`src/rtl/mem_port_arbiter.sv`:
```
// Two-requester round-robin arbiter/sequencer for the single memory port.
// Define MEM_ARB_FIXED_PRIORITY_EN to make requester 1 always win a tie.
module mem_port_arbiter #(
  parameter int unsigned ADDR_W      = 26,
  parameter int unsigned DATA_W      = 32,
  parameter int unsigned MEM_LATENCY = 2
) (
  input  logic              i_clk,
  input  logic              i_rst,
  input  logic              i_req0,
  input  logic              i_req1,
  input  logic              i_we0,
  input  logic              i_we1,
  input  logic [ADDR_W-1:0] i_addr0,
  input  logic [ADDR_W-1:0] i_addr1,
  input  logic [DATA_W-1:0] i_wdata0,
  input  logic [DATA_W-1:0] i_wdata1,
  output logic              o_gnt0,
  output logic              o_gnt1,
  output logic              o_ack0,
  output logic              o_ack1,
  output logic [DATA_W-1:0] o_rdata0,
  output logic [DATA_W-1:0] o_rdata1,
  output logic              o_busy,
  output logic [ADDR_W-1:0] o_mem_addr,
  output logic [DATA_W-1:0] o_mem_data_in,
  input  logic [DATA_W-1:0] i_mem_data_out,
  output logic              o_mem_read,
  output logic              o_mem_write
);

  localparam logic [3:0] CntLoad = 4'(MEM_LATENCY - 1);

  typedef enum logic [1:0] {StIdle, StAccess, StDone} state_e;

  state_e            r_state;
  state_e            w_state_d;
  logic              r_last;
  logic              r_owner;
  logic              r_we;
  logic [ADDR_W-1:0] r_addr;
  logic [DATA_W-1:0] r_wdata;
  logic [3:0]        r_cnt;
  logic [DATA_W-1:0] r_rdata0;
  logic [DATA_W-1:0] r_rdata1;

  logic              w_any_req;
  logic              w_winner;

  always_comb begin
    w_any_req = i_req0 | i_req1;
    w_winner  = i_req1;
    if (i_req0 && i_req1) begin
`ifdef MEM_ARB_FIXED_PRIORITY_EN
      w_winner = 1'b1;
`else
      w_winner = ~r_last;
`endif
    end
  end

  always_comb begin
    w_state_d = r_state;
    unique case (r_state)
      StIdle:   if (w_any_req) w_state_d = StAccess;
      StAccess: if (r_cnt == 4'd0) w_state_d = StDone;
      StDone:   w_state_d = StIdle;
      default:  w_state_d = StIdle;
    endcase
  end

  always_ff @(posedge i_clk) begin
    if (i_rst) begin
      r_state  <= StIdle;
      r_last   <= 1'b1;
      r_owner  <= 1'b0;
      r_we     <= 1'b0;
      r_addr   <= '0;
      r_wdata  <= '0;
      r_cnt    <= '0;
      r_rdata0 <= '0;
      r_rdata1 <= '0;
    end else begin
      r_state <= w_state_d;
      if (r_state == StIdle && w_any_req) begin
        r_owner <= w_winner;
        r_last  <= w_winner;
        r_we    <= w_winner ? i_we1 : i_we0;
        r_addr  <= w_winner ? i_addr1 : i_addr0;
        r_wdata <= w_winner ? i_wdata1 : i_wdata0;
        r_cnt   <= CntLoad;
      end
      if (r_state == StAccess) begin
        if (r_cnt != 4'd0) begin
          r_cnt <= r_cnt - 4'd1;
        end else if (!r_we) begin
          // Read data is captured on the final strobe cycle.
          if (r_owner) r_rdata1 <= i_mem_data_out;
          else         r_rdata0 <= i_mem_data_out;
        end
      end
    end
  end

  always_comb begin
    o_gnt0        = 1'b0;
    o_gnt1        = 1'b0;
    o_ack0        = 1'b0;
    o_ack1        = 1'b0;
    o_mem_addr    = '0;
    o_mem_data_in = '0;
    o_mem_read    = 1'b0;
    o_mem_write   = 1'b0;
    if (r_state != StIdle) begin
      o_gnt0 = ~r_owner;
      o_gnt1 = r_owner;
    end
    if (r_state == StAccess) begin
      o_mem_addr  = r_addr;
      o_mem_read  = ~r_we;
      o_mem_write = r_we;
      if (r_we) o_mem_data_in = r_wdata;
    end
    if (r_state == StDone) begin
      o_ack0 = ~r_owner;
      o_ack1 = r_owner;
    end
  end

  assign o_busy   = (r_state != StIdle);
  assign o_rdata0 = r_rdata0;
  assign o_rdata1 = r_rdata1;

endmodule

```
`config.mk`:
```
export PLATFORM = sky130hd
export DESIGN_NAME = mem_port_arbiter
export DESIGN_NICKNAME = d
export VERILOG_FILES = /design/src/rtl/mem_port_arbiter.sv
export SDC_FILE = /design/constraint.sdc
export NUM_CORES = 1
export LEC_CHECK = 0
export BUFFER_PORTS_ARGS = -buffer_cell sky130_fd_sc_hd__buf_4
export CAP_MARGIN = 20
export CORE_UTILIZATION = 48
export CTS_BUF_LIST = sky130_fd_sc_hd__clkbuf_16
export CTS_CLUSTER_DIAMETER = 60
export DETAILED_ROUTE_END_ITERATION = 7
export GPL_TIMING_DRIVEN = 0
export PLACE_DENSITY = 0.81
export SYNTH_ARGS = -nofsm -noshare
export SYNTH_HDL_FRONTEND = slang
export SYNTH_SLANG_ARGS = --single-unit
```
`constraint.sdc`:
```
create_clock -name i_clk -period 1.9 [get_ports i_clk]
set_input_delay 0.285 -clock i_clk [delete_from_list [all_inputs] [get_ports i_clk]]
set_output_delay 0.285 -clock i_clk [all_outputs]
set_load 0.01 [all_outputs]
```
==> impl_metrics.json <==
{
  "crit_arrival_ns": 1.59,
  "hold_viol": 0,
  "cap_violations": 0,
  "drc": 0,
  "cts_tree": "built",
  "synth-edff-count": 0,
  "ir_drop_uv": 714.7,
  "cts_hold_buffers": 0,
  "async_flop_share_pct": 0,
  "endpoint_kind": "primary output",
  "syn_area_per_cell_um2": 8.309,
  "grt_usage_pct": 33.37,
  "synth_nets": 918,
  "routed_wl_um": 22900,
  "dieArea_um2": 13670,
  "port-buffer-count": 281,
  "cp_max_fo": 10,
  "clkLatencyLatePin_ns": 0.43,
  "ys_warn_count": 0,
  "rows": 41,
  "start_util_pct": 49.63,
  "numCtsBuffers": 17,
  "vias_per_cell": 5.829,
  "syn-cell-area_um2": 6340,
  "setup_slack_ns": 0.02754,
  "syn_inst": 763,
  "worst-setup-path-type": "reg -> out",
  "synth-main-ff-cell": "dfxtp_1",
  "seq_area_frac_synth_pct": 41.37,
  "dp_hpwl_um": 16750,
  "clk_path_buf_depth": 2,
  "worst_pin_slew_ns": 0.6737,
  "met3_usage_pct": 8.651,
  "utilization_pct": 74.10,
  "finalMaxSlewViolations": 0,
  "path_delay_family": "buffers and inverters",
  "first_iter_violations": 737,
  "crit_slowest_cell": "dfxtp_4",
  "firstDrtPassIters": 5,
  "critPathRequiredTime_ns": 1.62,
  "holdWs_ns": 0.1294,
  "synthToLayoutAreaGrowth_pct": 49.30,
  "ys_seq_elements": 131,
  "status": "finished, final reports clean",
  "grt_pass1_vias": 6829,
  "max_slew_margin_pct": 55.09,
  "grt_use_met2_pct": 57.04,
  "clock-sinks": 131,
  "slowest_delay_ns": 0.37,
  "overflow": 0,
  "grt_pass1_wl_um": 34670,
  "nNetsFinal": 1223,
  "crit_buf_inv": 3,
  "rsz0062_at_grt": "false",
  "clk_pin_slew_ns": 0.06,
  "gp_congestion": 0.9120,
  "n_fill_cell": 998,
  "die_h_um": 116.9,
  "p_leak_nw": 4.079,
  "antenna_found_initial": 0,
  "htree_levels": 4,
  "die_x_um": 116.9,
  "route.vias.total": 7292,
  "diodes": 0,
  "grt_max_degree": 20,
  "cts_root_buf": "clkbuf_16",
  "clock_skew_ns": 0.007733,
  "busiest_layer": "met2",
  "met1_usage_pct": 38.59,
  "p_per_area_nw_per_um2": 888.1,
  "ys_types": 38,
  "dp_worst_setup_slack_ns": -0.2066,
  "hold_class": "in -> reg",
  "period_minus_slack_ns": 1.872,
  "power_mw": 8.406,
  "post_drt_wl_per_cell_um": 18.31,
  "crit_chain": "nor2b_4 -> buf_8 -> clkbuf_8 -> and2_1 -> buf_4",
  "core_um2": 12770,
  "num_io_pins": 283,
  "fin_crit_sh_pct": 98.55,
  "ant_nets": 0,
  "finalSetupViolCount": 0,
  "start_kind": "flop",
  "max_clock_freq_ghz": 0.5341,
  "drive_gt1_share_pct": 38.65
}
[layout by cell type (no fill, tap or decap), types with 4 or more instances in the layout]
cell type | netlist | final
and3_1 | 32 | 31
o31ai_1 | 42 | 27
clkbuf_1 | 63 | 48
clkinv_2 | 0 | 5
clkbuf_2 | 0 | 4
dfxtp_1 | 131 | 127
a311oi_1 | 59 | 59
buf_2 | 17 | 16
a21oi_1 | 125 | 125
buf_8 | 0 | 5
nor2_1 | 6 | 5
o31ai_2 | 22 | 37
buf_6 | 14 | 12
nand2_1 | 119 | 119
nand4_1 | 64 | 64
and2_1 | 27 | 27
inv_1 | 3 | 6
clkbuf_16 | 0 | 17
buf_4 | 1 | 295
[worst paths after layout]
path                                       to  depth (start not counted)  slack [ns]    startpoint
worst min-delay path              r_wdata[12]                          3        0.13  i_wdata0[12]
worst max-delay path            o_mem_addr[8]                          5        0.03    r_state[0]
worst max register to register    o_rdata1[8]                          7        0.06      r_cnt[0]
worst min register to register   o_rdata0[13]                          2        0.47  o_rdata0[13]
[per-layer routing]
layer / share of wire [%] / up-vias / routed length (µm)
li1: - / 3472 / -
met1: 38 / 3390 / 8742
met2: 50 / 367 / 11400
met3: 8.5 / 63 / 1937
met4: 3.6 / 0 / 822
met5: 0 / - / 0
[logic make-up (layout without fill, tap and decap cells)]
kind of cell	after synthesis	after routing	synth area share, %
compound gates	259	259	28.60
fa+ha+maj	1	1	0.1973
buf+inv	105	421	8.269
flops	131	131	41.37
simple gates	267	267	21.57
[worst register-to-register path, stage by stage, from the launching register on]
cell	delay [ns]
dfxtp_1	0.31
inv_1	0.13
ha_4	0.16
or3b_4	0.40
buf_4	0.20
buf_4	0.20
o31ai_1	0.23
a21oi_1	0.10
[state kept, by name, indices dropped and copies added, names as in the netlist]
name      flops
r_wdata      32
o_rdata1     32
r_addr       26
r_last        1
r_we          1
r_owner       1
o_rdata0     32
r_state       2
r_cnt         4
[through the flow]
stage               instances  setup TNS, ns  cell area [µm²]
CTS                      1245              0             9295
global route             1251              0             9465
global placement         1216         -4.685             8665
detailed placement       1216         -6.699             8665
finish                   1251              0             9465
floorplan                 763              0             6340
[where the power goes]
part | internal (mW) | switching, mW
registers | 3.01 | 0.155
clock network | 1.73 | 1.17
logic | 0.987 | 1.35
total | 5.73 | 2.68
[cell type report]
cell class / instances / area (µm²) / share of cell area [%]
clock inverter: 13 / 81.33 / 0.8592
timing repair buffer: 290 / 2177 / 23.00
inverter: 5 / 18.77 / 0.1983
tap: 172 / 215.2 / 2.274
clock buffer: 17 / 425.4 / 4.494
multi-input combinational: 527 / 3317 / 35.04
sequential: 131 / 2633 / 27.81
buffer: 96 / 598.1 / 6.319
[timing repair]
action,in CTS,in global routing
pin swaps,0,2
buffers inserted,1,7
gates cloned,1,0
gates resized for setup,47,37
setup endpoints to repair,174,100
[synthesized netlist by cell type (3+ instances only)]
cell      count  area share (%)
a21oi_1     125             9.9
a311oi_1     59             8.2
and2_1       27             2.7
and3_1       32             3.2
buf_1         5            0.30
buf_2        17             1.3
buf_6        14             2.5
clkbuf_1     63             3.7
dfxtp_1     131              41
inv_1         3            0.18
nand2_1     119             7.0
nand3_1       3            0.24
nand4_1      64             6.3
nor2_1        6            0.36
nor3b_1       3            0.36
o31ai_1      42             5.0
o31ai_2      22             4.3
Note: power is estimated with default switching activity, not from simulation.
